==> src/rtl/vec_mul_result_stage_if.sv <==
// Handshake bundle for the vector multiplier result stage.
//   Input side : in_valid/in_ready with the packed 64-bit lane products,
//                opcode, precision and a sideband tag.
//   Output side: out_valid/out_ready with the packed 32-bit lane results,
//                the tag and per-lane signed-overflow flags.
// The slave modport is the result stage's view; master is the view of
// whatever sits around it (adder pipeline upstream, consumer downstream).
interface vec_mul_result_stage_if #(
  parameter int TAG_W = 4
);
  logic             in_valid;
  logic             in_ready;
  logic [63:0]      in_product;
  logic [1:0]       in_opcode;
  logic [1:0]       in_precision;
  logic [TAG_W-1:0] in_tag;
  logic             out_valid;
  logic             out_ready;
  logic [31:0]      out_result;
  logic [TAG_W-1:0] out_tag;
  logic [3:0]       out_ovf;

  modport master (
    output in_valid, in_product, in_opcode, in_precision, in_tag, out_ready,
    input  in_ready, out_valid, out_result, out_tag, out_ovf
  );

  modport slave (
    input  in_valid, in_product, in_opcode, in_precision, in_tag, out_ready,
    output in_ready, out_valid, out_result, out_tag, out_ovf
  );
endinterface

==> src/rtl/vec_mul_result_stage.sv <==
// Registered output stage of the vector Vedic multiplier.
// Takes the double-width lane products from the prefix adder, keeps the low
// half (MUL) or high half (MULH/MULHU/MULSU) of each lane, and presents the
// packed 32-bit result on a valid/ready interface. A main register drives
// the outputs and a skid register absorbs one extra word, so in_ready only
// depends on local state and never on out_ready.
//
// Ports:
//   clk  - system clock, rising edge
//   rst  - synchronous active-high reset
//   bus  - vec_mul_result_stage_if.slave (in_* product side, out_* result side)
//
// Optional feature: define VEC_RES_OVF_FLAG_EN to compute per-lane signed
// overflow flags for MUL; otherwise out_ovf is constant zero and no flag
// storage exists.
module vec_mul_result_stage #(
  parameter int TAG_W = 4
) (
  input  logic                     clk,
  input  logic                     rst,
  vec_mul_result_stage_if.slave    bus
);

  typedef enum logic [1:0] {
    ST_EMPTY,
    ST_MAIN,
    ST_FULL
  } occ_t;

  occ_t             state, state_nxt;
  logic             accept, drain;
  logic             ld_main_in, ld_main_skid, ld_skid;
  logic             vld_p1, skid_vld_p1;
  logic [31:0]      sel_result_p0;
  logic [31:0]      main_result_p1, skid_result_p1;
  logic [TAG_W-1:0] main_tag_p1, skid_tag_p1;

  // Low half for MUL, high half for every other opcode. Precision 11 falls
  // into the 32-bit case.
  function automatic logic [31:0] lane_select(input logic [63:0] prod,
                                              input logic [1:0]  op,
                                              input logic [1:0]  prec);
    logic        hi;
    logic [31:0] res;
    hi  = (op != 2'b00);
    res = '0;
    case (prec)
      2'b00: begin
        for (int i = 0; i < 4; i++)
          res[i*8 +: 8] = hi ? prod[i*16+8 +: 8] : prod[i*16 +: 8];
      end
      2'b01: begin
        for (int i = 0; i < 2; i++)
          res[i*16 +: 16] = hi ? prod[i*32+16 +: 16] : prod[i*32 +: 16];
      end
      default: res = hi ? prod[63:32] : prod[31:0];
    endcase
    return res;
  endfunction

  // ---- p0: combinational lane selection on the input side ----
  assign sel_result_p0 = lane_select(bus.in_product, bus.in_opcode, bus.in_precision);

  assign vld_p1      = (state != ST_EMPTY);
  assign skid_vld_p1 = (state == ST_FULL);
  assign bus.in_ready = ~skid_vld_p1 & ~rst;
  assign accept      = bus.in_valid & bus.in_ready;
  assign drain       = vld_p1 & bus.out_ready;

  // Occupancy: EMPTY -> MAIN -> FULL (main + skid). In FULL in_ready is low,
  // so an accept never coincides with the skid-to-main move.
  always_ff @(posedge clk) begin
    if (rst) state <= ST_EMPTY;
    else     state <= state_nxt;
  end

  always_comb begin
    state_nxt    = state;
    ld_main_in   = 1'b0;
    ld_main_skid = 1'b0;
    ld_skid      = 1'b0;
    case (state)
      ST_EMPTY: begin
        if (accept) begin
          ld_main_in = 1'b1;
          state_nxt  = ST_MAIN;
        end
      end
      ST_MAIN: begin
        if (accept && drain) begin
          ld_main_in = 1'b1;
        end else if (accept) begin
          ld_skid   = 1'b1;
          state_nxt = ST_FULL;
        end else if (drain) begin
          state_nxt = ST_EMPTY;
        end
      end
      ST_FULL: begin
        if (drain) begin
          ld_main_skid = 1'b1;
          state_nxt    = ST_MAIN;
        end
      end
      default: state_nxt = ST_EMPTY;
    endcase
  end

  // ---- p1: main (output) and skid registers ----
  always_ff @(posedge clk) begin
    if (rst) begin
      main_result_p1 <= '0;
      main_tag_p1    <= '0;
      skid_result_p1 <= '0;
      skid_tag_p1    <= '0;
    end else begin
      if (ld_main_in) begin
        main_result_p1 <= sel_result_p0;
        main_tag_p1    <= bus.in_tag;
      end else if (ld_main_skid) begin
        main_result_p1 <= skid_result_p1;
        main_tag_p1    <= skid_tag_p1;
      end
      if (ld_skid) begin
        skid_result_p1 <= sel_result_p0;
        skid_tag_p1    <= bus.in_tag;
      end
    end
  end

  assign bus.out_valid  = vld_p1;
  assign bus.out_result = main_result_p1;
  assign bus.out_tag    = main_tag_p1;

`ifdef VEC_RES_OVF_FLAG_EN
  logic [3:0] ovf_p0, main_ovf_p1, skid_ovf_p1;

  // A lane product fits in W signed bits exactly when shifting it right
  // arithmetically by W-1 leaves all zeros or all ones.
  function automatic logic [3:0] lane_ovf(input logic [63:0] prod,
                                          input logic [1:0]  op,
                                          input logic [1:0]  prec);
    logic signed [15:0] p8;
    logic signed [31:0] p16;
    logic signed [63:0] p32;
    logic [3:0]         f;
    f = '0;
    if (op == 2'b00) begin
      case (prec)
        2'b00: begin
          for (int i = 0; i < 4; i++) begin
            p8   = prod[i*16 +: 16];
            f[i] = ((p8 >>> 7) != '0) && ((p8 >>> 7) != '1);
          end
        end
        2'b01: begin
          for (int i = 0; i < 2; i++) begin
            p16  = prod[i*32 +: 32];
            f[i] = ((p16 >>> 15) != '0) && ((p16 >>> 15) != '1);
          end
        end
        default: begin
          p32  = prod;
          f[0] = ((p32 >>> 31) != '0) && ((p32 >>> 31) != '1);
        end
      endcase
    end
    return f;
  endfunction

  assign ovf_p0 = lane_ovf(bus.in_product, bus.in_opcode, bus.in_precision);

  always_ff @(posedge clk) begin
    if (rst) begin
      main_ovf_p1 <= '0;
      skid_ovf_p1 <= '0;
    end else begin
      if (ld_main_in)        main_ovf_p1 <= ovf_p0;
      else if (ld_main_skid) main_ovf_p1 <= skid_ovf_p1;
      if (ld_skid)           skid_ovf_p1 <= ovf_p0;
    end
  end

  assign bus.out_ovf = main_ovf_p1;
`else
  assign bus.out_ovf = 4'b0000;
`endif

endmodule

==> src/flat_wrapper.sv <==
// flat-port wrapper written by rule: the top's interface ports become plain ports
module vec_mul_result_stage_flat 
#(
  parameter int TAG_W = 4
)
  (clk, rst, bus_in_valid, bus_in_product, bus_in_opcode, bus_in_precision, bus_in_tag, bus_out_ready, bus_in_ready, bus_out_valid, bus_out_result, bus_out_tag, bus_out_ovf);
  vec_mul_result_stage_if #(.TAG_W(TAG_W)) bus_i ();
  input  logic clk;
  input  logic rst;
  input wire logic [$bits(bus_i.in_valid)-1:0] bus_in_valid;
  input wire logic [$bits(bus_i.in_product)-1:0] bus_in_product;
  input wire logic [$bits(bus_i.in_opcode)-1:0] bus_in_opcode;
  input wire logic [$bits(bus_i.in_precision)-1:0] bus_in_precision;
  input wire logic [$bits(bus_i.in_tag)-1:0] bus_in_tag;
  input wire logic [$bits(bus_i.out_ready)-1:0] bus_out_ready;
  output wire logic [$bits(bus_i.in_ready)-1:0] bus_in_ready;
  output wire logic [$bits(bus_i.out_valid)-1:0] bus_out_valid;
  output wire logic [$bits(bus_i.out_result)-1:0] bus_out_result;
  output wire logic [$bits(bus_i.out_tag)-1:0] bus_out_tag;
  output wire logic [$bits(bus_i.out_ovf)-1:0] bus_out_ovf;
  assign bus_i.in_valid = bus_in_valid;
  assign bus_i.in_product = bus_in_product;
  assign bus_i.in_opcode = bus_in_opcode;
  assign bus_i.in_precision = bus_in_precision;
  assign bus_i.in_tag = bus_in_tag;
  assign bus_i.out_ready = bus_out_ready;
  assign bus_in_ready = bus_i.in_ready;
  assign bus_out_valid = bus_i.out_valid;
  assign bus_out_result = bus_i.out_result;
  assign bus_out_tag = bus_i.out_tag;
  assign bus_out_ovf = bus_i.out_ovf;
  vec_mul_result_stage #(.TAG_W(TAG_W)) u_core (.clk(clk), .rst(rst), .bus(bus_i));
endmodule
==> config.mk <==
export PLATFORM = sky130hd
export DESIGN_NAME = vec_mul_result_stage_flat
export DESIGN_NICKNAME = d
export VERILOG_FILES = /design/src/rtl/vec_mul_result_stage_if.sv /design/src/rtl/vec_mul_result_stage.sv /design/src/flat_wrapper.sv
export SDC_FILE = /design/constraint.sdc
export NUM_CORES = 1
export LEC_CHECK = 0
export ABC_AREA = 0
export CORE_MARGIN = 2
export CORE_UTILIZATION = 40
export CTS_CLUSTER_DIAMETER = 100
export DETAILED_ROUTE_END_ITERATION = 8
export HOLD_SLACK_MARGIN = 0.12
export PLACE_DENSITY = 0.69
export SLEW_MARGIN = 10
export SYNTH_ARGS = -nofsm -noshare
export SYNTH_HDL_FRONTEND = slang
export SYNTH_SLANG_ARGS = --single-unit
==> constraint.sdc <==
create_clock -name clk -period 4.73 [get_ports clk]
set_clock_uncertainty 0.15 [all_clocks]
set_input_delay 0.946 -clock clk [delete_from_list [all_inputs] [get_ports clk]]
set_output_delay 0.946 -clock clk [all_outputs]
set_load 0.1 [all_outputs]
# Yosys cells after proc, flatten, opt, wreduce, memory -nomap -nowiden
# Index checks and enable logic that the tools add are counted.
# Widths: inputs -> output; s select.
totals:
  reg_bits: 74
  latch_bits: 0
  mem_bits_rw: 0
  mem_bits_ro: 0
  output_inout_bits: 42
  wordCells: 49
  n_memories: 0
op_classes:
  n_addsub: 0
  mul: 0
  n_div: 0
  order_cmp: 0
  n_eq_ne: 7
  n_shift: 0
  mux: 25
  bitwise_logic: 5
  n_reduce_logical: 7
op_table:
  columns: ["cell", "n"]
  rows:
  - ["$mux 32", 3]
  - ["$pmux 32 s2", 1]
  - ["$mux 16", 2]
  - ["$mux 8", 4]
  - ["$mux 2", 5]
  - ["$mux 4", 2]
  - ["$mux 1", 6]
  - ["$pmux 2 s3", 1]
  - ["$reduce_bool 2->1", 3]
  - ["$eq 2x1->1 const B", 2]
  - ["$logic_not 2->1", 2]
  - ["$ne 2x1->1 const B", 2]
  - ["$reduce_and 4->1", 1]
  - ["$and 1x1->1", 3]
  - ["$ne 3x1->1 const B", 1]
  - ["$eq 2x2->1 const B", 1]
  - ["$ne 2x2->1 const B", 1]
  - ["$not 1->1", 2]
  - ["$pmux 1 s2", 1]
  - ["$logic_and 1x1->1", 1]

# Longest topological paths before layout
logic_depth:
  ltp_word: 8
  mapped_depth: 7
  mapped_depth_nobuf: 4

# Worst setup path before layout
# OpenSTA, ideal clock, no wires.
synth_timing:
  kind: "in2out"
  startpoint: "in rst"
  endpoint: "out bus_in_ready"
  t_arrival_ns: 2.771
  slack_ns: 0.863
  stages: 4
  path_buffers: 3
  path_cell_list: "clkbuf_1 > clkbuf_1 > buf_1 > nor2_1"
synth_via:
  elab_chain_cells: 2
synth_rtl:
  columns: ["item", "line", "rtl"]
  rows:
  - ["start: declaration", "flat_wrapper.sv:9", "input logic rst;"]
  - ["$not 1->1", "vec_mul_result_stage.sv:66", "assign bus.in_ready = ~skid_vld_p1 & ~rst;"]
  - ["$and 1x1->1", "vec_mul_result_stage.sv:66", null]
  - ["end: declaration", "flat_wrapper.sv:16", "output wire logic [$bits(bus_i.in_ready)-1:0] bus_in_ready;"]
# Every way passes these cells.

# Final worst setup path
layout_timing:
  startpoint: "reg u_core.state[1]"
  endpoint: "out bus_out_valid"
layout_via:
  elab_chain_cells: 1
layout_rtl:
  columns: ["item", "line", "rtl"]
  rows:
  - ["start: declaration", "vec_mul_result_stage.sv:30", "occ_t state, state_nxt;"]
  - ["start signal: assignment", "vec_mul_result_stage.sv:74", "else state <= state_nxt;"]
  - ["$reduce_bool 2->1", "vec_mul_result_stage.sv:64", "assign vld_p1 = (state != ST_EMPTY);"]
  - ["end: declaration", "flat_wrapper.sv:17", "output wire logic [$bits(bus_i.out_valid)-1:0] bus_out_valid;"]
# Every way passes these cells.

==> impl_metrics.yaml <==
run_status:
  status: "finished, final reports clean"
routing:
  post-route-drc-count: 0
  drt_wl_total_mm: 13.4
  vias_per_cell: 5.74
  routedWlPerCell_um: 17.6
  num_vias: 4383
  drtIter0Drc: 289
  firstDrtPassIters: 5
  postRouteAntennaNets: 0
pwr:
  p_total_mw: 1.66
  power.density_nw_per_um2: 301
  power.leakage_nw: 1.93
  peakVddDrop_mv: 0.134
setup_path:
  worstPathRequired_ns: 3.63
  reg2reg_slack_ns: 2.34
  reg2reg_to: "u_core.bus.out_result[23]$_SDFFE_PP0P_"
  reg2regPathDepth: 5
  path_max_fanout: 8
  crit_chain: "or2_2 -> clkdlybuf4s50_1"
  arrival_ns: 2.06
  critPathBufInv: 1
  max_stage_delay_ns: 1.12
  path_delay_family: "buffers and inverters"
  start_kind: "flip-flop"
  cp-end-kind: "output pin"
  crit_slowest_cell: "clkdlybuf4s50_1"
  r2r_start: "u_core.state[1]$_SDFFE_PP0P_"
  critPathKind: "reg -> out"
global_routing:
  antenna_found_initial: 0
  grt_use_total_pct: 22.7
  grt_pass1_wl_mm: 20.4
  overflow: 0
  grt_pass1_vias: 4012
  grt_max_degree: 67
die:
  ios: 118
  die_area_um2: 11500
  core-area_um2: 10300
  initial_utilization_pct: 41.2
  die_w_um: 107
  rows: 37
  dieHeight_um: 107
yosys:
  synth.largest_area_cell: "dfxtp_1"
  syn_area_um2: 4250
  yosys-top-cells-area: "dfxtp_1 (35%), nand2_1 (8.1%), nor3_1 (6.7%), mux2i_1 (6.6%), a211oi_1 (6.0%)"
  yosys-mux-area-fraction_pct: 8.98
  ys_types: 37
  yosysWarnings: 0
  ys_seq_elements: 74
  synth_top_family_by_area: "simple AND/OR/NAND/NOR gates"
  seq_area_frac_synth_pct: 34.8
  syn_inst: 546
  synthSimpleGateAreaFrac_pct: 24.8
  synth-xor-area-share_pct: 0
  synth_compound_area_share_pct: 23.7
  yosys.area.top_type_share_pct: 34.8
  synth_fa_ha_area_share_pct: 0
  synth.avg_cell_area_um2: 7.79
final_layout:
  stdcell_area_um2: 5500
  diodes: 0
  nNetsFinal: 700
  layout-area-overhead-vs-synth_pct: 29.3
  drive_gt1_share_pct: 7.01
  finish.utilization_pct: 53.3
cts:
  clock_latency_ns: 0.36
  cts_hold_buf: 0
  cts_made_buffers: 9
  cts_setup_buffers: 0
  clockBufferDepth: 2
  clk_pin_slew_worst_paths_ns: 0.08
  cts-root-buf: "clkbuf_8"
  cts_tree: "built"
  ctsResizeCount: 0
  clkSinkCount: 74
  ctsHtreeMaxLevel: 3
timing:
  slew_headroom_pct: 21.1
  setup_viol: 0
  fin_crit_sh_pct: 66.8
  tightest_slew_ns: 1.18
  finalHoldViolCount: 0
  period_needed_ns: 3.16
  slew_viol_final: 0
  rsz0062_at_grt: "false"
  max_freq_mhz: 316
  setup_tns_ns: 0
placed_design:
  place_area_um2: 5320
  hpwl_mm: 9.16
  port_buffers: 113
  place_congestion: 0.923
hold_path:
  worstHoldStart: "u_core.skid_tag_p1[1]$_SDFFE_PP0P_"
  min_to: "u_core.skid_tag_p1[1]$_SDFFE_PP0P_"
  min_path_type: "reg -> reg"
  hold_depth: 2
flow_run:
  cap_viol_max_count: 0
==> area by class of cell <==
type / instances / area, µm²
Inverter: 8 / 30.0
Clock inverter: 4 / 27.5
Fill cell: 994 / 4830
Timing Repair Buffer: 121 / 1170
Sequential cell: 74 / 1480
Tap cell: 136 / 170
Multi-Input combinational cell: 410 / 2460
Clock buffer: 11 / 151
==> metrics by stage <==
step                      setup slack, ns  hold slack, ns  cells
after floorplan                     0.863           0.287    549
after global placement               1.36           0.293    749
after detailed placement             1.24           0.297    749
after CTS                            1.56           0.308    764
after global routing                 1.38           0.330    764
final                                1.57           0.307    764
==> placed cells by master (no fill, tap or decap), types with 3 or more instances in the layout <==
cell             count
buf_4                9
mux4_2               3
clkdlybuf4s50_1    109
mux2i_1             28
and2_1               7
inv_1                8
a21oi_1              8
a221oi_2             7
buf_2                3
o221ai_1             8
a22oi_1              4
dfxtp_1             74
mux2_2               3
clkbuf_8            11
nand2b_1            10
nor3_1              57
clkinvlp_4           3
conb_1               4
nand2_1             92
o211ai_1            13
o21ai_0             31
nor2b_1              4
a311oi_1            25
nor2_1              59
a211oi_1            34
==> logic make-up after synthesis <==
family / after synthesis
AND/OR/NAND/NOR: 238
AO/OA/AOI/OAI: 134
flip-flops: 74
buffers and inverters: 65
multiplexers: 34
other: 1
==> cell usage after synthesis <==
library cell / n
and3b_1: 1
a221oi_2: 7
a311oi_1: 25
a22oi_1: 4
mux2i_1: 28
or2_1: 1
buf_12: 1
nor3b_1: 2
mux2_2: 3
a221oi_1: 1
a21oi_1: 8
o21ai_0: 31
mux4_2: 3
buf_4: 7
nor2b_1: 4
a211oi_1: 34
nor3_2: 2
buf_2: 6
nand2b_1: 10
nor2_1: 59
or2_2: 1
dfxtp_1: 74
inv_1: 8
o221ai_1: 8
or3_1: 1
nand2_1: 92
or4_1: 1
a2111oi_0: 1
nor3_1: 57
o211ai_1: 13
buf_6: 4
o31a_1: 1
clkbuf_1: 37
buf_1: 2
o22a_1: 1
conb_1: 1
and2_1: 7
==> worst reg2reg max path, delay by kind of cell (launching register included) <==
kind            cells  cell delay [ns]
buf+inv             1             0.48
flops               1             0.37
simple gates        3             1.17
compound gates      1             0.08
==> layer usage <==
metal  wire length [µm]  vias up  GRT usage, %
met5                  0        -             0
met4                330        0          8.53
met3                973       24          4.32
met2               6230      177          36.1
met1               5900     2064          30.3
li1                   -     2118             -
==> worst max-delay path by stage <==
stage | depth (start not counted) | to | start
global route | 6 | u_core.bus.out_result[23]$_SDFFE_PP0P_ | bus_in_valid
CTS | 2 | bus_out_valid | u_core.state[1]$_SDFFE_PP0P_
global placement | 6 | u_core.bus.out_result[22]$_SDFFE_PP0P_ | bus_in_valid
finish | 2 | bus_out_valid | u_core.state[1]$_SDFFE_PP0P_
detailed placement | 6 | u_core.bus.out_result[23]$_SDFFE_PP0P_ | bus_in_valid
floorplan | 4 | bus_in_ready | rst
==> where the power goes <==
part | switching [mW] | leakage [nW] | internal (mW) | total, mW
Sequential | 0.0196 | 0.604 | 0.655 | 0.675
Combinational | 0.355 | 1.25 | 0.166 | 0.521
Clock | 0.244 | 0.0834 | 0.215 | 0.459
==> flip-flops by register name, summed over array words and instances, names as in the netlist <==
signal / count
u_core.skid_tag_p1: 4
u_core.bus.out_result: 32
u_core.bus.out_tag: 4
u_core.skid_result_p1: 32
u_core.state: 2
Note: power is estimated with default switching activity, not from simulation.
